## src/rtl/fnd_pkg.sv

```systemverilog
`default_nettype none
//==============================================================================
// Package  : fnd_pkg
// Brief    : Shared types and constants for the FND display / button front end.
// Revision : 1.0
//==============================================================================
package fnd_pkg;

    localparam int BTN_W               = 4;
    localparam int CODE_W              = 2;
    // 10 ms at 12 MHz; also used by the stopwatch top
    localparam int DEBOUNCE_CYCLES_DEF = 120000;

    typedef enum logic [1:0] {
        IDLE     = 2'd0,
        PRESSED  = 2'd1,
        WAIT_REL = 2'd2
    } btn_state_t;

    function automatic logic [CODE_W-1:0] prio_enc(input logic [BTN_W-1:0] v);
        logic [CODE_W-1:0] r;
        r = '0;
        casez (v)
            4'b1???: r = 2'd3;
            4'b01??: r = 2'd2;
            4'b001?: r = 2'd1;
            default: r = 2'd0;
        endcase
        return r;
    endfunction

endpackage
`default_nettype wire

```

## src/rtl/btn_sync_debounce.sv

```systemverilog
`default_nettype none
//==============================================================================
// Module   : btn_sync_debounce
// Brief    : Two-flop synchroniser plus vector-wide debounce of the button bus.
// Revision : 1.0
//==============================================================================
module btn_sync_debounce
    import fnd_pkg::*;
#(
    parameter int DEBOUNCE_CYCLES = DEBOUNCE_CYCLES_DEF
) (
    input  logic             i_clk,
    input  logic             i_rst_n,
    input  logic [BTN_W-1:0] i_btn,
    output logic [BTN_W-1:0] o_stable
);

    localparam int               CNT_W     = $clog2(DEBOUNCE_CYCLES);
    localparam logic [CNT_W-1:0] c_cnt_max = CNT_W'(DEBOUNCE_CYCLES - 1);

    logic [BTN_W-1:0] r_sync1;
    logic [BTN_W-1:0] r_sync2;
    logic [BTN_W-1:0] r_cand;
    logic [BTN_W-1:0] r_stable;
    logic [CNT_W-1:0] r_count;

    always_ff @(posedge i_clk or negedge i_rst_n) begin
        if (!i_rst_n) begin
            r_sync1 <= '0;
            r_sync2 <= '0;
        end else begin
            r_sync1 <= i_btn;
            r_sync2 <= r_sync1;
        end
    end

    // Any change on any bit restarts the window; the counter saturates once stable.
    always_ff @(posedge i_clk or negedge i_rst_n) begin
        if (!i_rst_n) begin
            r_cand   <= '0;
            r_count  <= '0;
            r_stable <= '0;
        end else if (r_sync2 != r_cand) begin
            r_cand  <= r_sync2;
            r_count <= '0;
        end else if (r_count == c_cnt_max) begin
            r_stable <= r_cand;
        end else begin
            r_count <= r_count + 1'b1;
        end
    end

    assign o_stable = r_stable;

endmodule
`default_nettype wire

```

## src/rtl/button_encoder_4x2.sv

```systemverilog
`default_nettype none
//==============================================================================
// Module   : button_encoder_4x2
// Brief    : Debounced 4-button priority encoder with press/release event pulses.
// Revision : 1.0
//==============================================================================
module button_encoder_4x2
    import fnd_pkg::*;
#(
    parameter int DEBOUNCE_CYCLES = DEBOUNCE_CYCLES_DEF
) (
    input  logic              i_clk,
    input  logic              i_rst_n,
    input  logic              i_en,
    input  logic [BTN_W-1:0]  i_btn,
    output logic [CODE_W-1:0] o_code,
    output logic              o_valid,
    output logic              o_press,
    output logic              o_release
);

    logic [BTN_W-1:0]  w_stable;
    logic [CODE_W-1:0] w_enc;
    logic              w_any;

    btn_sync_debounce #(
        .DEBOUNCE_CYCLES (DEBOUNCE_CYCLES)
    ) u_sync_debounce (
        .i_clk    (i_clk),
        .i_rst_n  (i_rst_n),
        .i_btn    (i_btn),
        .o_stable (w_stable)
    );

    assign w_enc = prio_enc(w_stable);
    assign w_any = |w_stable;

    btn_state_t        r_state;
    btn_state_t        w_next_state;
    logic [CODE_W-1:0] r_code;
    logic [CODE_W-1:0] w_next_code;
    logic              r_valid;
    logic              w_next_valid;
    logic              r_press;
    logic              w_next_press;
    logic              r_release;
    logic              w_next_release;

    always_ff @(posedge i_clk or negedge i_rst_n) begin
        if (!i_rst_n) begin
            r_state   <= IDLE;
            r_code    <= '0;
            r_valid   <= 1'b0;
            r_press   <= 1'b0;
            r_release <= 1'b0;
        end else begin
            r_state   <= w_next_state;
            r_code    <= w_next_code;
            r_valid   <= w_next_valid;
            r_press   <= w_next_press;
            r_release <= w_next_release;
        end
    end

    // Disabling parks held buttons in WAIT_REL so re-enabling never fabricates a press.
    always_comb begin
        w_next_state   = r_state;
        w_next_code    = r_code;
        w_next_valid   = r_valid;
        w_next_press   = 1'b0;
        w_next_release = 1'b0;
        if (!i_en) begin
            w_next_state = w_any ? WAIT_REL : IDLE;
            w_next_code  = '0;
            w_next_valid = 1'b0;
        end else begin
            case (r_state)
                IDLE: begin
                    if (w_any) begin
                        w_next_state = PRESSED;
                        w_next_code  = w_enc;
                        w_next_valid = 1'b1;
                        w_next_press = 1'b1;
                    end
                end
                PRESSED: begin
                    if (!w_any) begin
                        w_next_state   = IDLE;
                        w_next_code    = '0;
                        w_next_valid   = 1'b0;
                        w_next_release = 1'b1;
                    end
                end
                WAIT_REL: begin
                    if (!w_any) begin
                        w_next_state = IDLE;
                    end
                end
                default: begin
                    w_next_state = IDLE;
                    w_next_code  = '0;
                    w_next_valid = 1'b0;
                end
            endcase
        end
    end

    assign o_code    = r_code;
    assign o_valid   = r_valid;
    assign o_press   = r_press;
    assign o_release = r_release;

endmodule
`default_nettype wire

```

## config.mk

```make
export PLATFORM = sky130hd
export DESIGN_NAME = button_encoder_4x2
export DESIGN_NICKNAME = d
export VERILOG_FILES = /design/src/rtl/fnd_pkg.sv /design/src/rtl/btn_sync_debounce.sv /design/src/rtl/button_encoder_4x2.sv
export SDC_FILE = /design/constraint.sdc
export NUM_CORES = 1
export LEC_CHECK = 0
export ABC_AREA = 1
export CORE_ASPECT_RATIO = 2
export CORE_UTILIZATION = 40
export CTS_BUF_LIST = sky130_fd_sc_hd__clkbuf_4 sky130_fd_sc_hd__clkbuf_8 sky130_fd_sc_hd__clkbuf_16
export DETAILED_ROUTE_END_ITERATION = 10
export GPL_TIMING_DRIVEN = 0
export PLACE_DENSITY_LB_ADDON = 0.15
export SKIP_CTS_REPAIR_TIMING = 1
export SYNTH_ARGS = -nofsm -noshare
export SYNTH_HDL_FRONTEND = slang
export SYNTH_HIERARCHICAL = 1
export SYNTH_SLANG_ARGS = --single-unit
```

## constraint.sdc

```tcl
create_clock -name i_clk -period 1.55 [get_ports i_clk]
set_input_delay 0.155 -clock i_clk [delete_from_list [all_inputs] [get_ports i_clk]]
set_output_delay 0.155 -clock i_clk [all_outputs]
set_load 0.03 [all_outputs]
```

# After elaboration in Yosys (flattened, before gate mapping)
# Index checks and enable logic that the tools add are counted.
# totals
regBits	40
inputBits	7
out_inout_bits	5
wordCells	50
# classes
n_addsub	1
eq_ne	11
muxes	21
bitwise_logic	1
n_reduce_logical	6
# ops
operator	count
2-to-1 mux 17 bit	2
adder 17 x 1 -> 17 bit, second input constant	1
== test 17 bit, second input constant	1
2-to-1 mux 2 bit	6
case mux 2 bit (3 select lines)	2
2-to-1 mux 1 bit	9
inequality test 3 bit, second input constant	3
== test 2 x 1 -> 1 bit, second input constant	2
inequality test 4 bit	1
case mux 2 bit (2 select lines)	1
AND reduction 2 bit	2
OR reduction 4 bit	1
== test 3 x 1 -> 1 bit, second input constant	1
case mux 1 bit (3 select lines)	1
AND reduction 3 bit	1
== test 2 bit, second input constant	1
logical NOT 2 bit	1
inequality test 2 x 1 -> 1 bit, second input constant	1
inequality test 2 bit, second input constant	1
OR reduction 2 bit	1
inverter 1 bit	1

# Longest topological paths before layout
# logic_depth
ltp_word	5
ltp_mapped	9
mapped_depth_nobuf	9

# Modules after synthesis
# Netlist, hierarchy kept.
# by_module_without_submodules
module	n_inst	cells_each	area_each_um2	seq_area_each_um2
btn_sync_debounce	1	180	1586.5	825.8
button_encoder_4x2	1	49	424.2	175.2

# Worst setup path after synthesis
# No wires, ideal clock.
# synth_path
path_type	reg-to-reg
from	register u_sync_debounce.r_count[0]
to	register u_sync_debounce.r_count[4]
setup_ns	0.124
t_arrival_ns	1.168
t_required_ns	1.426
path_slack_ns	0.258
path_stages_with_launch	7
path_buffers	0
period_less_slack_ns	1.292
cell_sequence	dfrtp_1 -> ha_1 -> nand3_2 -> inv_1 -> or2_2 -> o21ai_0 -> o21ai_1
# synth_via
elab_chain_len	3
elab_cells_between_ends	5
cone_classes	add/sub (1); eq/ne (2); mux (2)
# synth_rtl
element	line	text
start, declared	btn_sync_debounce.sv:25	logic [CNT_W-1:0] r_count;
start signal, assigned	btn_sync_debounce.sv:49	r_count <= r_count + 1'b1;
adder 17 x 1 -> 17 bit	btn_sync_debounce.sv:49	
2-to-1 mux 17 bit	btn_sync_debounce.sv:46	end else if (r_count == c_cnt_max) begin
2-to-1 mux 17 bit	btn_sync_debounce.sv:43	end else if (r_sync2 != r_cand) begin
# Several ways; a longest one is shown, not always the timed one. The select of a mux whose other input is x is not followed.
# A chain may end at the register's enable or synchronous reset.

# Final worst setup path
# layout_path
from	register r_code[1] (netlist: o_code[1])
to	output port o_code[1]
# layout_lines
element	line	text
start, declared	button_encoder_4x2.sv:40	logic [CODE_W-1:0] r_code;
start signal, assigned	button_encoder_4x2.sv:58	r_code <= w_next_code;
end, declared	button_encoder_4x2.sv:16	output logic [CODE_W-1:0] o_code,
# No word-level cell between the ends.

==> metrics.txt <==
I/O pins 12; drt first-iter violations 22; fin crit period 1.47 ns; FILL cells 500; total number of H-tree levels 2; dpl cells 298; DR vias 1,493; Area Growth Syn to Fin 16.7%; Crit. path cell count 1; core area 4860 sq um; worst vdd ir 601 uV; GRT overflow 0; ant diodes 0; Worst Clk Skew 0.00399 ns; Setup crit start kind flop; crit-path leading delay family buffers and inverters; initial core utilization 41.3%; antenna-violating nets left 0; final setup vio count 0; GRT Total Usage 17.1%; Slew Limit Fails 0; Hold Violations, Final 0; Max clock buf depth 2; Seq. cell area 1000 sq um; max_cap viols 0; hpwl dp 2.91 mm; die area 5330 sq um; Worst R2R Path Depth 6; DRC viols 0; first-pass GRT wire length 6.44 mm; critical path class flop to output port; synthesized area 2010 sq um; Die Span Y 102 microns; Achievable Freq 0.682 GHz; clock slew at reported path FFs 0.08 ns; CTS tree built; syn_nets 240; CTS Root Cell clkbuf_8; CP bufs+invs 1; Worst Path Arrival 1.31 ns; Cells after Synth 229; Seq cells post-synth 40; DR vias/cell 4.83; Layout Cells excl Fill 309; worst relative slew slack 79.7%; vias in the first global route 1,488; clk sinks 40; worst path cell trace clkdlybuf4s50_1; TritonRoute pass-1 iters 4; RD Place Congestion 0.860; largest net degree at the start of global routing 38; worst-path maximum fanout 2; PortBufs 11; post-route cell area 2350 sq um; max incr delay on CP 0.66 ns; placement-stage cell area 2210 sq um; layout cells sized above 1 18.7%; multi-input logic area 892 sq um; final cycle utilization of the critical path 94.7%; syn_area_per_cell 8.78 sq um; worst path required time 1.39 ns; WL per Instance 12.3 microns; Synth cell types 28; Util after Layout 48.3%; Cell Pwr Density 860 nW/um^2; fin nets 262; Num CTS Buffers 5; RSZ-0062 raised after global routing no; worst hold path type input pin to asynchronous set/reset pin; Crit. End Element output port; die width 52.1 microns; Rows 36; final WL 3.80 mm; Yosys warnings 6; register area share after synthesis 49.8%; clk_lat worst skew 0.30 ns; worst slew pin tran 0.303 ns; status completed; leak pwr 1.12 nW; antenna violations before repair 0; slowest CP cell clkdlybuf4s50_1
-- layout by cell type, fill, tap and decap left out, drive strengths merged, types with 4 or more instances in the layout --
master and count:
nand3 17, xnor2 4, inv 23, clkbuf 9, nand2 71, ha 4
nor2 37, or2 4, nand4 11, dfrtp 40, xor2 5, buf 5
clkdlybuf4s50 10
-- state kept, by name, summed over array words and instances (netlist names) --
signal                    count
o_code                        2
r_state                       2
o_release                     1
o_valid                       1
u_sync_debounce/r_sync1       4
u_sync_debounce/r_sync2       4
u_sync_debounce/r_count      17
o_press                       1
u_sync_debounce/r_cand        4
u_sync_debounce/o_stable      4
-- power breakdown --
| group | switching (mW) | internal, mW |
|---|---|---|
| logic | 0.0498 | 0.0358 |
| clock network | 0.381 | 0.485 |
| registers | 0.00887 | 1.06 |
-- kinds of logic (layout without fill, tap and decap cells) --
group           after synthesis  count (layout)  synth area share [%]
fa+ha+maj                     4               4                  2.49
buf+inv                      29              52                  5.85
simple gates                142             142                  36.5
compound gates                5               5                  1.49
flops                        40              40                  49.8
xor+xnor                      9               9                  3.92
-- cell usage after synthesis, drive strengths merged --
cell | instances | area share, %
buf | 1 | 0.56
o21bai | 1 | 0.37
o21ai | 2 | 0.50
nor3 | 2 | 0.50
a21oi | 1 | 0.25
clkbuf | 4 | 0.75
xnor2 | 4 | 1.7
nor2 | 37 | 10
nand2 | 71 | 15
nand4 | 11 | 3.4
inv | 22 | 4.1
dfrtp | 40 | 50
or2 | 4 | 1.2
ha | 4 | 2.5
nand3 | 17 | 6.2
xor2 | 5 | 2.2
o211ai | 1 | 0.37
clkinv | 2 | 0.44
-- metrics by stage --
stage	setup slack [ns]	hold slack, ns	TNS [ns]	power, mW
floorplan	0.258	-0.141	0	1.12
CTS	0.0643	-0.361	0	2.06
detailed placement	0.0885	-0.0264	0	1.18
finish	0.0827	0.190	0	2.02
global placement	-0.696	0.332	-27.74	1.17
global route	0.00557	0.199	0	2.13
-- cell type report --
| type | count | area share [%] |
|---|---|---|
| buffer | 5 | 1.12 |
| clock buffer | 5 | 2.93 |
| clock inverter | 3 | 1.97 |
| inverter | 24 | 3.89 |
| multi-input combinational | 160 | 38.0 |
| sequential | 40 | 42.6 |
| tap | 57 | 3.04 |
| timing repair buffer | 15 | 6.40 |
-- metal layers --
layer | routed length [microns] | GRT usage [%] | part of all wire, %
met1 | 1370 | 14.9 | 36
met2 | 2190 | 32.5 | 57
met3 | 95 | 4.02 | 2.5
met4 | 148 | 11.3 | 3.9
met5 | 0 | 0 | 0
-- worst paths after layout --
| kind | slack (ns) | end | from |
|---|---|---|---|
| max reg2reg | 0.14 | u_sync_debounce/r_count[14] | u_sync_debounce/r_count[0] |
| max in group asynchronous | 0.96 | u_sync_debounce/r_count[13] | i_rst_n |
| max | 0.08 | o_code[1] | o_code[1] |
| min reg2reg | 0.35 | u_sync_debounce/r_sync2[1] | u_sync_debounce/r_sync1[1] |
| min | 0.19 | o_press | i_rst_n |
| min in group i_clk | 0.29 | u_sync_debounce/r_sync1[3] | i_btn[3] |
Power figures use the tool's default switching activity.
